### src/rtl/wf_slot_allocator.sv
// +----------------------------------------------------------------------------+
// | wf_slot_allocator: 40-entry wavefront slot pool with grant/release/flush.   |
// | Optional WF_ALLOC_RR_EN: round-robin grant selection instead of lowest-ID.  |
// | Revision: 1.0                                                               |
// +----------------------------------------------------------------------------+
`default_nettype none

module wf_slot_allocator #(
  parameter int NUM_SLOTS = 40,
  parameter int ID_W      = 6,
  parameter int CNT_W     = 6
) (
  input  logic                 clk,
  input  logic                 rst,
  input  logic                 alloc_req,
  output logic                 alloc_gnt,
  output logic [ID_W-1:0]      alloc_wfid,
  input  logic                 done_valid,
  input  logic [ID_W-1:0]      done_wfid,
  input  logic                 halt_valid,
  input  logic [ID_W-1:0]      halt_wfid,
  input  logic                 flush_req,
  output logic                 flush_busy,
  output logic [NUM_SLOTS-1:0] vacant,
  output logic [CNT_W-1:0]     num_free,
  output logic                 full,
  output logic                 err_sticky
);

  typedef enum logic [1:0] {
    ST_IDLE  = 2'd0,
    ST_GRANT = 2'd1,
    ST_FLUSH = 2'd2
  } state_t;

  localparam int                   FLUSH_CHUNKS = NUM_SLOTS / 8;
  localparam logic [2:0]           LAST_CHUNK   = 3'(FLUSH_CHUNKS - 1);
  localparam logic [ID_W-1:0]      LAST_ID      = ID_W'(NUM_SLOTS - 1);
  localparam logic [NUM_SLOTS-1:0] ONE_HOT0     = NUM_SLOTS'(1);
  localparam logic [NUM_SLOTS-1:0] CHUNK0       = NUM_SLOTS'(8'hFF);

  state_t                 state, state_nxt;
  logic [NUM_SLOTS-1:0]   vacant_nxt;
  logic [ID_W-1:0]        wfid_nxt;
  logic                   err_nxt;
  logic [2:0]             chunk, chunk_nxt;
  logic                   grant_take;

  logic                   done_ok, halt_ok, release_err;
  logic [NUM_SLOTS-1:0]   rel_mask;
  logic [ID_W-1:0]        sel_id;
  logic                   any_vacant;

  // A release is legal only for an in-range slot that is currently occupied.
  always_comb begin
    done_ok     = done_valid && (done_wfid <= LAST_ID) && !vacant[done_wfid];
    halt_ok     = halt_valid && (halt_wfid <= LAST_ID) && !vacant[halt_wfid];
    release_err = (done_valid && !done_ok) || (halt_valid && !halt_ok);
    rel_mask    = '0;
    if (done_ok) rel_mask = rel_mask | (ONE_HOT0 << done_wfid);
    if (halt_ok) rel_mask = rel_mask | (ONE_HOT0 << halt_wfid);
  end

  assign any_vacant = |vacant;

`ifdef WF_ALLOC_RR_EN
  logic [ID_W-1:0] rr_ptr, rr_nxt;
  int              probe;

  // Scan offsets from the top down so the smallest offset from rr_ptr wins.
  always_comb begin
    sel_id = '0;
    probe  = 0;
    for (int i = NUM_SLOTS - 1; i >= 0; i--) begin
      probe = int'(rr_ptr) + i;
      if (probe >= NUM_SLOTS) probe = probe - NUM_SLOTS;
      if (vacant[ID_W'(probe)]) sel_id = ID_W'(probe);
    end
  end

  always_comb begin
    rr_nxt = rr_ptr;
    if (grant_take) rr_nxt = (sel_id == LAST_ID) ? '0 : sel_id + 1'b1;
  end

  always_ff @(posedge clk or negedge rst) begin
    if (!rst) rr_ptr <= '0;
    else      rr_ptr <= rr_nxt;
  end
`else
  always_comb begin
    sel_id = '0;
    for (int i = NUM_SLOTS - 1; i >= 0; i--) begin
      if (vacant[i]) sel_id = ID_W'(i);
    end
  end
`endif

  // Releases apply in every state; grant clear and release never hit the same bit.
  always_comb begin
    state_nxt  = state;
    vacant_nxt = vacant | rel_mask;
    wfid_nxt   = alloc_wfid;
    chunk_nxt  = chunk;
    grant_take = 1'b0;
    err_nxt    = err_sticky | release_err;
    case (state)
      ST_IDLE: begin
        if (flush_req) begin
          state_nxt = ST_FLUSH;
          chunk_nxt = '0;
        end else if (alloc_req && any_vacant) begin
          state_nxt  = ST_GRANT;
          wfid_nxt   = sel_id;
          vacant_nxt = vacant_nxt & ~(ONE_HOT0 << sel_id);
          grant_take = 1'b1;
        end
      end
      ST_GRANT: begin
        state_nxt = flush_req ? ST_FLUSH : ST_IDLE;
        chunk_nxt = '0;
      end
      ST_FLUSH: begin
        vacant_nxt = vacant_nxt | (CHUNK0 << {chunk, 3'b000});
        if (chunk == LAST_CHUNK) begin
          state_nxt = ST_IDLE;
          chunk_nxt = '0;
        end else begin
          chunk_nxt = chunk + 3'd1;
        end
      end
      default: state_nxt = ST_IDLE;
    endcase
  end

  always_ff @(posedge clk or negedge rst) begin
    if (!rst) begin
      state      <= ST_IDLE;
      vacant     <= '1;
      alloc_wfid <= '0;
      chunk      <= '0;
      err_sticky <= 1'b0;
    end else begin
      state      <= state_nxt;
      vacant     <= vacant_nxt;
      alloc_wfid <= wfid_nxt;
      chunk      <= chunk_nxt;
      err_sticky <= err_nxt;
    end
  end

  always_comb begin
    num_free = '0;
    for (int i = 0; i < NUM_SLOTS; i++) begin
      num_free = num_free + CNT_W'(vacant[i]);
    end
  end

  assign full       = ~any_vacant;
  assign alloc_gnt  = (state == ST_GRANT);
  assign flush_busy = (state == ST_FLUSH);

endmodule

`default_nettype wire

### config.mk
export PLATFORM = sky130hd
export DESIGN_NAME = wf_slot_allocator
export DESIGN_NICKNAME = d
export VERILOG_FILES = /design/src/rtl/wf_slot_allocator.sv
export SDC_FILE = /design/constraint.sdc
export NUM_CORES = 1
export LEC_CHECK = 0
export BUFFER_PORTS_ARGS = -buffer_cell sky130_fd_sc_hd__buf_2
export CORE_MARGIN = 2
export CORE_UTILIZATION = 64
export DETAILED_ROUTE_END_ITERATION = 16
export PLACE_DENSITY = 0.86
export RECOVER_POWER = 25
export SLEW_MARGIN = 20
export SYNTH_ARGS = -nofsm -noshare
export SYNTH_HDL_FRONTEND = slang
export SYNTH_SLANG_ARGS = --single-unit
### constraint.sdc
create_clock -name clk -period 14.72 [get_ports clk]
set_input_delay 0.736 -clock clk [delete_from_list [all_inputs] [get_ports clk]]
set_output_delay 0.736 -clock clk [all_outputs]
set_load 0.01 [all_outputs]
==> reports/metrics.yaml <==
viasPerCell: 7.52
worstMarginPinSlew_ns: 2.98
cts_sinks: 52
post-cts-setup-buffers: 0
die_w_um: 96.0
violations: "capacitance limit, slew limit"
synth_nets: 670
post-route-min-period_ns: 6.57
first_iter_violations: 888
finalSetupTns_ns: 0
synth_cells: 604
placeableCoreArea_sq_um: 8220
rsz0062_at_grt: "no"
portBuffers: 73
ys_top_cells_by_count: "70 x inv_1, 53 x nor2_1, 40 x dfstp_2, 35 x nand2_1, 33 x a31oi_1"
min_path_type: "register to register"
crit_path_start_kind: "register"
clk_pin_slew_ns: 0.11
yosysSeqAreaShare_pct: 24.9
clock_path_buffers: 2
initial_core_util_pct: 66.0
yosysMostFrequentCell: "inv_1"
final_max_slew_viol_count: 53
setup_viol: 0
gp_congestion: 1.06
cts.htree.levels: 2
yosysUniqueCellTypes: 74
cts_inserted_buffers: 5
nFillCells: 658
grt_pass1_wl_um: 30200
crit_path_max_fanout: 9
antenna_found_initial: 0
multi_input_area_sq_um: 3640
drcViolationCount: 0
seq_area_sq_um: 1350
place_ws_ns: 8.50
final.setup.worst_slack_ns: 8.15
critPathKind: "register to output pin"
hold_violations: 0
status: "finished, violations left"
hpwl_um: 14700
synthTopCellsByArea: "dfstp_2 19%, fa_1 11%, dfrtp_1 5.5%, mux4_2 5.4%, inv_1 4.8%"
vias: 5677
cts_tree: "built"
synth_edf_count: 0
synth_top_area_share_pct: 19.4
grt_max_degree: 53
holdBufCountCts: 0
cap_violations: 1
crit_arrival_ns: 5.84
cts_root_buffer: "clkbuf_8"
syn-cell-area_sq_um: 5420
synth_top_cell_by_area: "dfstp_2"
io_pins: 74
dieArea_sq_um: 9220
first_pass_iters: 6
endpoint_kind: "output pin"
crit_required_ns: 13.98
avgRoutedWirePerCell_um: 27.0
first_global_vias: 5299
fin_worst_skew_ns: 0.00981
synthToLayoutAreaGrowth_pct: 7.94
syn_avg_cell_area_sq_um: 8.98
track_usage_pct: 45.3
postSynth.asyncResetShare_pct: 100
synth-seq-cells: 52
ys_dominant_reg_cell: "dfstp_2"
layout.nets: 714
overflow: 0
ant_nets: 0
finalCritPeriodShare_pct: 44.7
insertion_delay_ns: 0.32
cts_resized: 0
drt-total-wl_um: 20400
drive_gt1_share_pct: 24.5
max_freq_ghz: 0.152
rows: 33
relSlewSlack_pct: -98.9
die_y_um: 96.0
ys_warn_count: 0
## worst max-delay path, cell delays in order, from the launching register on
cell	delay, ns
dfstp_2	0.64
inv_1	0.09
fa_1	0.50
fa_1	0.51
inv_1	0.05
fa_1	0.48
inv_1	0.06
fa_1	0.53
fa_1	0.44
fa_1	0.51
fa_1	0.41
inv_1	0.08
ha_1	0.17
inv_1	0.06
fa_1	0.45
inv_1	0.07
a21o_1	0.10
a21oi_1	0.08
xnor2_1	0.13
buf_2	0.14
## layout make-up
cell class,count,share of cell area [%]
inverter,71,4.55
timing repair buffer,74,6.31
antenna,1,0.0428
tap,105,2.25
multi-input combinational,444,62.2
clock buffer,5,1.18
clock inverter,3,0.428
sequential,52,23.1
## layout by cell type (no fill, tap or decap), drive strengths merged, types with 18 or more instances in the layout
cell	count
a2111oi	23
a21oi	21
a31oi	34
buf	73
dfstp	40
fa	31
inv	73
nand2	35
nor2	54
o21ai	18
## worst paths after layout
check | from | to | slack, ns | depth (start not counted)
min in group asynchronous | rst | err_sticky | 1.49 | 2
max in group asynchronous | rst | chunk[2] | 11.57 | 2
worst min-delay path | alloc_wfid[3] | alloc_wfid[3] | 0.48 | 2
worst min register to register | alloc_wfid[3] | alloc_wfid[3] | 0.48 | 2
worst max-delay path | vacant[23] | num_free[4] | 8.15 | 19
worst max register to register | vacant[34] | vacant[22] | 11.78 | 6
## sequential cells by signal, indices dropped and copies added (netlist names)
name        cells
alloc_wfid      6
chunk           3
err_sticky      1
state           2
vacant         40
## metrics by stage
stage	util (%)	area (sq um)	std cells	hold slack, ns
2_1_floorplan	-	5420	604	0.440
3_3_place_gp	70.1	5760	746	0.459
3_5_place_dp	70.1	5760	746	0.462
4_1_cts	71.2	5850	754	0.487
5_1_grt	71.2	5850	754	0.514
6_report	71.2	5850	755	0.482
## cell families after synthesis
group / Yosys count / share of synthesized area, %
DFF: 52 / 24.9
adders and majority gates: 48 / 15.4
xor gates and xnor gates: 3 / 0.485
buffers and inverters: 108 / 7.99
and+or+nand+nor: 193 / 19.2
AOI/OAI and AO/OA: 170 / 23.4
muxes: 30 / 8.65
## routing by layer
layer / wire length [um] / track usage, %
met5: 0 / 0
met2: 8610 / 64.8
met4: 1120 / 22.4
met1: 7170 / 60.7
met3: 3470 / 16.5
Power is not shown: default switching activity piles up to over one toggle a cycle in this logic, so the estimate is an artifact.
